<file path="src/rtl/ov7670_capture.sv">
// OV7670 RGB565 capture: decimates a VSYNC/HREF framed stream to a 32x32 window
// of 4-bit green samples and drives the frame-buffer BRAM write port directly.
module ov7670_capture #(
  parameter int unsigned H_STEP = 20,
  parameter int unsigned V_STEP = 15,
  parameter int unsigned OUT_W  = 32,
  parameter int unsigned OUT_H  = 32
) (
  input  logic       wclk,
  input  logic       rst,
  input  logic       capture_en,
  input  logic       vsync,
  input  logic       href,
  input  logic [7:0] cam_d,
  output logic       wr_en,
  output logic [9:0] wr_addr,
  output logic [3:0] wr_data,
  output logic       frame_done,
  output logic       frame_abort,
  output logic       busy
);

  localparam int unsigned HW = (H_STEP > 1) ? $clog2(H_STEP) : 1;
  localparam int unsigned VW = (V_STEP > 1) ? $clog2(V_STEP) : 1;
  localparam int unsigned XW = $clog2(OUT_W) + 1;
  localparam int unsigned YW = $clog2(OUT_H) + 1;

  typedef enum logic [1:0] {IDLE, ARM, ACTIVE} state_t;

  state_t        state;
  logic          vsync_q;
  logic          href_q;
  logic          phase;
  logic          done_pend;
  logic [2:0]    g_hi;
  logic [HW-1:0] hcnt;
  logic [VW-1:0] vcnt;
  logic [XW-1:0] xi;
  logic [YW-1:0] yi;

  logic vs_rise;
  logic vs_fall;
  logic line_kept;
  logic pix_kept;
  logic last_pix;
  logic unused_bits;

  assign vs_rise     = vsync & ~vsync_q;
  assign vs_fall     = ~vsync & vsync_q;
  assign line_kept   = (vcnt == '0) && (yi < YW'(OUT_H));
  assign pix_kept    = line_kept && (hcnt == '0) && (xi < XW'(OUT_W));
  assign last_pix    = (yi == YW'(OUT_H - 1)) && (xi == XW'(OUT_W - 1));
  assign unused_bits = ^cam_d[6:3];

  // vsync_q resets high so a vsync already high at release is not taken as a rise.
  always_ff @(posedge wclk or posedge rst) begin
    if (rst) begin
      state       <= IDLE;
      vsync_q     <= 1'b1;
      href_q      <= 1'b0;
      phase       <= 1'b0;
      done_pend   <= 1'b0;
      g_hi        <= '0;
      hcnt        <= '0;
      vcnt        <= '0;
      xi          <= '0;
      yi          <= '0;
      wr_en       <= 1'b0;
      wr_addr     <= '0;
      wr_data     <= '0;
      frame_done  <= 1'b0;
      frame_abort <= 1'b0;
      busy        <= 1'b0;
    end else begin
      vsync_q     <= vsync;
      href_q      <= href;
      wr_en       <= 1'b0;
      frame_done  <= 1'b0;
      frame_abort <= 1'b0;

      case (state)
        IDLE: begin
          if (vs_rise && capture_en) begin
            state <= ARM;
            busy  <= 1'b1;
          end
        end

        ARM: begin
          if (vs_fall) begin
            state     <= ACTIVE;
            phase     <= 1'b0;
            done_pend <= 1'b0;
            hcnt      <= '0;
            vcnt      <= '0;
            xi        <= '0;
            yi        <= '0;
          end
        end

        ACTIVE: begin
          if (done_pend) begin
            done_pend  <= 1'b0;
            frame_done <= 1'b1;
            state      <= IDLE;
            busy       <= 1'b0;
          end else if (vs_rise) begin
            frame_abort <= 1'b1;
            if (capture_en) begin
              state <= ARM;
            end else begin
              state <= IDLE;
              busy  <= 1'b0;
            end
          end else if (href) begin
            phase <= ~phase;
            if (!phase) begin
              g_hi <= cam_d[2:0];
            end else begin
              // Second byte completes the pixel; G[5:2] = {byte1[2:0], byte2[7]}.
              if (pix_kept) begin
                wr_en   <= 1'b1;
                wr_addr <= {yi[YW-2:0], xi[XW-2:0]};
                wr_data <= {g_hi, cam_d[7]};
                xi      <= xi + XW'(1);
                if (last_pix) done_pend <= 1'b1;
              end
              hcnt <= (hcnt == HW'(H_STEP - 1)) ? '0 : hcnt + HW'(1);
            end
          end else begin
            phase <= 1'b0;
            if (href_q) begin
              if (line_kept) yi <= yi + YW'(1);
              vcnt <= (vcnt == VW'(V_STEP - 1)) ? '0 : vcnt + VW'(1);
              hcnt <= '0;
              xi   <= '0;
            end
          end
        end

        default: begin
          state <= IDLE;
          busy  <= 1'b0;
        end
      endcase
    end
  end

endmodule

</file>
<file path="config.mk">
export PLATFORM = sky130hd
export DESIGN_NAME = ov7670_capture
export DESIGN_NICKNAME = d
export VERILOG_FILES = /design/src/rtl/ov7670_capture.sv
export SDC_FILE = /design/constraint.sdc
export NUM_CORES = 1
export LEC_CHECK = 0
export CAP_MARGIN = 20
export CORE_ASPECT_RATIO = 1.2
export CORE_MARGIN = 4
export CORE_UTILIZATION = 58
export DETAILED_ROUTE_END_ITERATION = 8
export GPL_TIMING_DRIVEN = 0
export PLACE_DENSITY = 0.83
export SLEW_MARGIN = 40
export SYNTH_ARGS = -nofsm -noshare
export SYNTH_HDL_FRONTEND = slang
export SYNTH_SLANG_ARGS = --single-unit
</file>
<file path="constraint.sdc">
create_clock -name wclk -period 3.62 [get_ports wclk]
set_input_delay 0.724 -clock wclk [delete_from_list [all_inputs] [get_ports wclk]]
set_output_delay 0.724 -clock wclk [all_outputs]
set_load 0.05 [all_outputs]
</file>
==> results of run 1 <==
-- state kept, by name (all words and copies together), names as in the netlist, 2 cells and up --
signal,count
wr_data,4
yi,6
g_hi,3
wr_addr,10
vcnt,4
xi,6
state,2
hcnt,5
-- through the flow --
step | cell area (um^2) | cells
finish | 2780 | 300
global placement | 2650 | 291
CTS | 2780 | 300
floorplan | 2320 | 213
detailed placement | 2670 | 292
global route | 2780 | 300
-- layer usage --
metal  up-vias  track usage, %  share of wire, %
met4         0            8.30               2.0
met5         -               0                 0
met2        30            31.8                49
li1        829               -                 -
met3        10            4.05               3.2
met1       829            26.5                45
-- layout by cell type, fill, tap and decap left out, types with 3 or more instances in the layout --
master,netlist,layout
a21oi_1,6,6
a31oi_1,3,3
and3_1,8,8
clkbuf_1,3,4
clkbuf_8,0,5
clkdlybuf4s50_1,0,26
dfrtp_1,47,47
ha_1,11,11
inv_1,11,10
mux2_1,10,10
mux2_2,9,9
nand2_1,14,14
nand2b_1,4,4
nand3_1,15,15
nand4_1,5,5
nor2_1,8,8
nor2b_1,4,4
nor3_1,4,4
o21ai_0,18,18
or3_1,5,5
-- layout make-up --
type	count	area [um^2]	area share [%]
Timing Repair Buffer	27	280	10.1
Multi-Input combinational cell	148	1040	37.5
Tap cell	52	65.1	2.34
Clock buffer	6	72.6	2.61
Sequential cell	48	1200	43.2
Buffer	6	38.8	1.40
Inverter	11	43.8	1.58
Clock inverter	2	35.0	1.26
-- kinds of logic after synthesis --
family          count (synthesis)  share of synthesized area [%]
fa+ha+maj                      11                           5.92
buf+inv                        17                           3.44
flops                          48                           51.7
mux                            20                           9.63
xor+xnor                        2                          0.754
simple gates                   73                           17.3
compound gates                 42                           11.2
-- final timing paths --
kind | endpoint | slack, ns | cells past startpoint
min | wr_addr[4] | 0.49 | 1
max | g_hi[1] | 1.06 | 6
max in group asynchronous | wr_addr[3] | 2.47 | 3
min reg2reg | wr_addr[4] | 0.49 | 1
max reg2reg | g_hi[1] | 1.06 | 6
min in group asynchronous | wr_addr[9] | 0.73 | 2
-- critical path: cells and delay by family, from the launching register on --
| kind | cells | cell delay, ns |
|---|---|---|
| buf+inv | 2 | 0.48 |
| simple gates | 2 | 0.92 |
| mux | 1 | 0.41 |
| flops | 1 | 0.42 |
| fa+ha+maj | 1 | 0.23 |
-- report_power, final --
| part | total [mW] | internal (mW) | leakage (nW) | switching, mW |
|---|---|---|---|---|
| Sequential | 0.664 | 0.609 | 0.654 | 0.0554 |
| Combinational | 0.598 | 0.223 | 0.597 | 0.375 |
| Clock | 0.377 | 0.205 | 0.0552 | 0.172 |
==> results.yml, run 1 <==
cts:
  post_cts_resized: 0
  cts_made_buffers: 5
  h-tree-depth: 2
  cts_buffer_depth: 2
  clkTransAtPathRegs_ns: 0.08
  cts_tree: "yes"
  hold_buffers: 0
  cts_setup_buffers: 0
  clkSinkCount: 48
  cts_root_buf: "clkbuf_8"
  clkLatencyLatePin_ns: 0.30
yosys:
  synth.distinct_cells: 39
  yosysSeqAreaShare_pct: 51.7
  yosys.area.top_type_share_pct: 50.6
  synth-edff-count: 0
  yosysWarningCount: 0
  syn_avg_cell_area_um2: 10.9
  synthTopCellsByArea: "dfrtp_1 (51%), ha_1 (5.9%), mux2_1 (4.8%)"
  ys_seq_elements: 48
  synthCells: 213
  synth.largest_area_cell: "dfrtp_1"
  syn_area_um2: 2320
  netlist_top_cells_count: "dfrtp_1 (47), o21ai_0 (18), nand3_1 (15)"
  async_reset_ff_share_pct: 100
  yosysMostFrequentCell: "dfrtp_1"
  synth_flop_cell: "dfrtp_1"
  syn_nets: 237
grt:
  grt_overflow: 0
  track_usage_pct: 20.0
  grt_pass1_vias: 1731
  grt_pass1_wl_um: 8000
  antenna_found_initial: 0
  grt_max_degree: 27
setup_path:
  critPathArrivalTime_ns: 2.76
  slowest_delay_ns: 0.62
  rr_startpoint: "state[0]"
  critPathMaxFanout: 10
  startpoint_type: "flip-flop"
  path_cells: "inv_1 > ha_1 > clkbuf_1 > nand2_1 > nor4_1 > mux2_2"
  cp_data_required_time_ns: 3.81
  cp-startpoint: "state[0]"
  crit_path_end_kind: "flip-flop"
  critical_path.slowest_cell: "nor4_1"
  critPathKind: "flip-flop to flip-flop"
routing:
  drt-initial-drc-count: 81
  wire_per_inst_um: 14.6
  drt-pass1-iter-count: 4
  vias: 1698
  routed_wl_um: 4390
  via_per_inst: 5.66
  ant_nets: 0
  post-route-drc-count: 0
die:
  die_area_um2: 5090
  num_io_pins: 31
  start_util_pct: 61.9
  core_area_um2: 3750
  die_w_um: 65.8
  rows: 24
  die_h_um: 77.4
sta:
  fin_ws_ns: 1.06
  relSlewSlack_pct: 50.8
  worst_pin_slew_ns: 0.731
  setup_viol: 0
  hold_viol: 0
  clock.fmax_ghz: 0.390
  hold_ws_ns: 0.486
  rsz0062_at_grt: "no"
  post-route-min-period_ns: 2.56
  drv_slew: 0
  tns_ns: 0
  skew_ns: 0.00407
  layout_worst_path_cycle_share_pct: 70.9
placed_design:
  hpwl_um: 3200
  port_buffers: 26
  place_congestion: 0.823
  post-place-ws_ns: 0.744
flow_run:
  drv_cap: 0
power:
  ir_drop_mv: 0.427
  leakage_nw: 1.31
  powerDensity_nw_per_um2: 589
  total_power_mw: 1.64
run_status:
  outcome: "complete, no violations"
finish:
  nets: 271
  drive_above_1_share_pct: 10.9
  fin_util_pct: 74.1
  area_growth_pct: 19.6
  n_antenna_cell: 0
  fillers: 286
worst_hold_path:
  hold_path_class: "flip-flop to flip-flop"
  hp-start: "wr_addr[4]"
(Power assumes the default switching activity.)
==> inputs of run 2 (changes only) <==
--- a/config.mk
+++ b/config.mk
@@ -8,10 +8,10 @@
 export CAP_MARGIN = 20
 export CORE_ASPECT_RATIO = 1.2
 export CORE_MARGIN = 4
-export CORE_UTILIZATION = 58
+export CORE_UTILIZATION = 49
 export DETAILED_ROUTE_END_ITERATION = 8
 export GPL_TIMING_DRIVEN = 0
-export PLACE_DENSITY = 0.83
+export PLACE_DENSITY = 0.75
 export SLEW_MARGIN = 40
 export SYNTH_ARGS = -nofsm -noshare
 export SYNTH_HDL_FRONTEND = slang
==> constraint.sdc (replaced) <==
create_clock -name wclk -period 2.25 [get_ports wclk]
set_input_delay 0.45 -clock wclk [delete_from_list [all_inputs] [get_ports wclk]]
set_output_delay 0.45 -clock wclk [all_outputs]
set_load 0.05 [all_outputs]
==> run 2 against run 1 <==
  * Clock power increased by 29%
  * Combinational power rose by 72%
  * Core utilization decreased by 9.6 points
  * Sequential power up 61%
  * Via count rose by 3.6%
  * First-iteration DRC count increased by 36%
  * Sequential share of layout area fell by 2.6 points
  * Clock skew grew 0.0042 ns
  * Global-route usage fell by 2.5 points
  * Cell area up 6.5%
  * Wire length grew 9.6%
  * Critical endpoint is now wr_addr[1]
==> results.yml, run 2 (synthesis gave the netlist of run 1 again) <==
run_status:
  outcome: "complete, no violations"
sta:
  relSlewSlack_pct: 65.4
  clock.fmax_ghz: 0.456
  layout_worst_path_cycle_share_pct: 97.5
  drv_slew: 0
  worst_pin_slew_ns: 0.517
  setup_viol: 0
  post-route-min-period_ns: 2.19
  hold_viol: 0
  rsz0062_at_grt: "yes"
  skew_ns: 0.00827
grt:
  grt_pass1_vias: 1770
  antenna_found_initial: 0
  grt_pass1_wl_um: 8180
  grt_overflow: 0
  grt_max_degree: 29
  track_usage_pct: 17.5
placed_design:
  hpwl_um: 3320
  dpl_cell_area_um2: 2680
  place_congestion: 0.859
  port_buffers: 26
setup_path:
  critical_path.slowest_cell: "or4b_4"
  critPathKind: "flip-flop to flip-flop"
  critPathArrivalTime_ns: 2.39
  crit_end: "wr_addr[1]"
  critPathMaxFanout: 4
  r2r_slack_ns: 0.06
  r2r_cells: 9
  cp_data_required_time_ns: 2.44
  r2r_end: "wr_addr[1]"
  path_cells: "inv_2 > ha_1 > or4b_4 > nor4_4 > and3_1 > buf_6 > buf_12 > buf_16 > mux2_4"
  rr_startpoint: "vcnt[0]"
  crit_path_end_kind: "flip-flop"
  cp-startpoint: "vcnt[0]"
  slowest_delay_ns: 0.48
  startpoint_type: "flip-flop"
finish:
  top_regs: "wr_addr x10, xi x6, yi x6"
  n_antenna_cell: 0
  fillers: 381
  area_growth_pct: 27.3
  nets: 280
  drive_above_1_share_pct: 20.7
  largest_reg_flops: 10
  final_cell_mix: "dfrtp_1 (47), clkdlybuf4s50_1 (26), o21ai_0 (17), nand2_1 (14), nand3_1 (13)"
  layout_commonest_cell: "dfrtp_1"
  stdcell_area_um2: 2960
  top_register: "wr_addr"
die:
  die_h_um: 83.5
  num_io_pins: 31
  die_w_um: 70.9
  rows: 27
  die_area_um2: 5910
  core_area_um2: 4590
  start_util_pct: 50.6
cts:
  clkTransAtPathRegs_ns: 0.09
  clkLatencyLatePin_ns: 0.31
  cts_root_buf: "clkbuf_8"
  cts_tree: "yes"
  cts_made_buffers: 5
  cts_buffer_depth: 2
  clkSinkCount: 48
  h-tree-depth: 2
routing:
  post-route-drc-count: 0
  drt-pass1-iter-count: 4
  wire_per_inst_um: 15.3
  ant_nets: 0
  routed_wl_um: 4820
  vias: 1759
  via_per_inst: 5.60
  drt-initial-drc-count: 110
power:
  powerDensity_nw_per_um2: 873
  total_power_mw: 2.58
  ir_drop_mv: 0.583
  leakage_nw: 1.37
flow_run:
  drv_cap: 0
worst_hold_path:
  hold_path_class: "input port to asynchronous set/reset pin"
run 2: stage by stage:
step | setup WS (ns) | TNS [ns] | util [%] | instances | hold WS (ns)
finish | 0.0569 | 0 | 64.4 | 314 | 0.434
global route | -0.0376 | -0.146 | 64.4 | 314 | 0.474
CTS | -0.0379 | -0.213 | 63.5 | 314 | 0.454
detailed placement | -0.262 | -4.36 | 58.4 | 298 | 0.474
global placement | -0.314 | -19.29 | 57.9 | 297 | 0.467
floorplan | 0.129 | 0 | - | 213 | 0.454
run 2: power breakdown:
| part | leakage [nW] | switching (mW) | internal, mW | total, mW |
|---|---|---|---|---|
| combinational | 0.671 | 0.629 | 0.402 | 1.03 |
| sequential | 0.654 | 0.0894 | 0.979 | 1.07 |
| clock | 0.0410 | 0.273 | 0.212 | 0.485 |
| total | 1.37 | 0.992 | 1.59 | 2.58 |
run 2: worst min path at each step:
stage,start,endpoint,slack [ns],depth (start not counted)
after floorplan,vsync,vsync_q,0.45,0
after detailed placement,wr_addr[5],wr_addr[5],0.47,1
final,rst,vcnt[3],0.43,2
after global routing,rst,vcnt[3],0.47,2
after CTS,rst,vcnt[3],0.45,2
after global placement,wr_data[0],wr_data[0],0.47,1
run 2: repair_timing:
item | in CTS | in global routing
pin swaps | 3 | 3
cloned | 1 | 0
buffers inserted | 8 | 3
endpoints found under the hold margin | 0 | 0
endpoints found under the setup margin | 11 | 26
gates resized for setup | 14 | 11
hold buffers | 0 | 0
run 2: area by class of cell:
class	count	area (um^2)	area share, %
Timing Repair Buffer	39	419	14.2
Multi-Input combinational cell	148	1120	38.0
Buffer	3	20.0	0.676
Inverter	11	43.8	1.48
Clock buffer	6	72.6	2.45
Sequential cell	48	1200	40.6
Tap cell	58	72.6	2.45
Clock inverter	1	5.00	0.169
run 2: worst max-delay path: cells and delay by family (launching register included):
kind | cells | cell delay [ns]
AND/OR/NAND/NOR | 3 | 0.88
flip-flops | 1 | 0.40
buffers and inverters | 4 | 0.39
multiplexers | 1 | 0.29
adder cells (fa/ha/maj) | 1 | 0.13
run 2: routing by layer:
layer	track usage, %	share of wire [%]	up-vias
met1	21.8	43	870
li1	-	-	851
met2	29.6	52	28
met4	7.86	2.8	0
met5	0	0	-
met3	2.89	2.5	10
==> inputs of run 3 (changes only) <==
--- a/config.mk
+++ b/config.mk
@@ -8,11 +8,11 @@
 export CAP_MARGIN = 20
 export CORE_ASPECT_RATIO = 1.2
 export CORE_MARGIN = 4
-export CORE_UTILIZATION = 49
+export CORE_UTILIZATION = 30
 export DETAILED_ROUTE_END_ITERATION = 8
 export GPL_TIMING_DRIVEN = 0
-export PLACE_DENSITY = 0.75
 export SLEW_MARGIN = 40
 export SYNTH_ARGS = -nofsm -noshare
 export SYNTH_HDL_FRONTEND = slang
 export SYNTH_SLANG_ARGS = --single-unit
+export TNS_END_PERCENT = 30
==> run 3 against run 2 <==
  * Sequential power hardly changed
  * Worst setup slack worse by 0.0022 ns
  * Via count is 0.45% lower
  * Core utilization is 24 points lower
  * Critical path depth is 1 lower
  * Count of clock-buffer cells in the layout is 1 higher
==> results.yml, run 3 (synthesis gave the netlist of run 1 again) <==
run_status:
  outcome: "complete, no violations"
sta:
  worst_pin_slew_ns: 0.501
  post-route-min-period_ns: 2.20
  drv_slew: 0
  setup_viol: 0
  hold_ws_ns: 0.419
  clock.fmax_ghz: 0.456
  tns_ns: 0
  layout_worst_path_cycle_share_pct: 97.6
  hold_viol: 0
  rsz0062_at_grt: "yes"
  relSlewSlack_pct: 66.5
  skew_ns: 0.0110
routing:
  drt-initial-drc-count: 57
  post-route-drc-count: 0
  vias: 1751
  routed_wl_um: 4870
  wire_per_inst_um: 14.0
  ant_nets: 0
  via_per_inst: 5.02
  drt-pass1-iter-count: 4
placed_design:
  dp.cells: 330
  place_congestion: 0.801
  hpwl_um: 3290
  port_buffers: 26
power:
  ir_drop_mv: 0.501
  powerDensity_nw_per_um2: 882
  leakage_nw: 1.37
die:
  core_area_um2: 7400
  num_io_pins: 31
  die_w_um: 88.4
  start_util_pct: 31.4
  die_h_um: 104
  rows: 34
  die_area_um2: 9230
finish:
  largest_reg_flops: 10
  nets: 282
  final_cell_mix: "dfrtp_1 (47), clkdlybuf4s50_1 (26), o21ai_0 (18), nand3_1 (15), nand2_1 (14)"
  top_register: "wr_addr"
  n_antenna_cell: 0
  area_growth_pct: 28.3
  top_regs: "wr_addr x10, xi x6, yi x6"
  drive_above_1_share_pct: 19.3
  layout_commonest_cell: "dfrtp_1"
  fin_util_pct: 40.3
  final_cells: 349
grt:
  grt_overflow: 0
  antenna_found_initial: 0
  grt_max_degree: 33
  track_usage_pct: 10.7
  grt_pass1_vias: 1730
  grt_pass1_wl_um: 8020
cts:
  clkLatencyLatePin_ns: 0.30
  cts_root_buf: "clkbuf_8"
  clkSinkCount: 48
  cts_tree: "yes"
  cts_made_buffers: 5
  cts_buffer_depth: 2
  hold_buffers: 0
  clkTransAtPathRegs_ns: 0.09
  h-tree-depth: 2
setup_path:
  critPathArrivalTime_ns: 2.38
  rr_startpoint: "vcnt[0]"
  critPathMaxFanout: 7
  critPathKind: "flip-flop to flip-flop"
  r2r_end: "wr_addr[6]"
  cp_data_required_time_ns: 2.44
  r2r_slack_ns: 0.05
  crit_path_end_kind: "flip-flop"
  startpoint_type: "flip-flop"
  r2r_cells: 8
worst_hold_path:
  hold_path_class: "input port to asynchronous set/reset pin"
flow_run:
  drv_cap: 0
-- run 3: cell count changes in the layout (fill, tap and decap cells not counted), sizes merged --
cell	change
buf	+1
clkbuf	+2
-- run 3: routing by layer --
layer / wire (um) / track usage (%) / vias up
met5: 0 / 0 / -
met4: 45 / 2.92 / 0
met3: 192 / 3.17 / 5
met2: 2330 / 16.6 / 28
met1: 2310 / 14.5 / 868
li1: - / - / 850
-- run 3: worst max-delay path, stage by stage (launching register included) --
cell	delay, ns
dfrtp_1	0.40
inv_2	0.07
ha_1	0.14
or4b_4	0.48
nor4_4	0.16
and3_1	0.21
buf_6	0.15
clkbuf_16	0.16
mux2_1	0.31
-- run 3: repair_timing --
| item | in CTS | in global routing |
|---|---|---|
| cloned | 0 | 1 |
| pin swaps | 4 | 4 |
| setup endpoints to repair | 13 | 17 |
| setup buffers | 3 | 8 |
| gates resized for setup | 6 | 11 |
| hold endpoints to repair | 0 | 0 |
-- run 3: area by class of cell --
cell class / instances / area [um^2]
inverters: 11 / 43.8
plain buffers: 5 / 51.3
clock inverters: 1 / 8.76
fillers: 747 / 4420
repair buffers: 39 / 388
multi-input cells: 148 / 1100
flip-flops and latches: 48 / 1200
clock buffers: 7 / 76.3
well taps: 90 / 113
-- run 3: worst max-delay path by stage --
stage                             to  depth (start not counted)     start  slack [ns]
after floorplan           wr_addr[0]                          8   vcnt[0]        0.13
after global placement       g_hi[0]                          6  state[0]       -0.41
after detailed placement     g_hi[0]                          6  state[0]       -0.42
after CTS                      xi[3]                          9   vcnt[0]       -0.07
after global routing           yi[4]                          7   vcnt[0]       -0.06
final                     wr_addr[6]                          8   vcnt[0]        0.05
-- run 3: stage by stage --
stage | total power, mW | cell area [um^2] | worst slack, ns
floorplan | 1.78 | 2330 | 0.129
global placement | 2.02 | 2700 | -0.414
detailed placement | 2.04 | 2720 | -0.423
CTS | 2.58 | 2850 | -0.0660
global route | 2.82 | 2980 | -0.0632
finish | 2.63 | 2980 | 0.0547
-- run 3: report_power, final --
part / switching [mW] / leakage [nW] / internal (mW)
combinational: 0.626 / 0.674 / 0.425
clock: 0.286 / 0.0424 / 0.223
sequential: 0.0912 / 0.654 / 0.979
total: 1.00 / 1.37 / 1.63
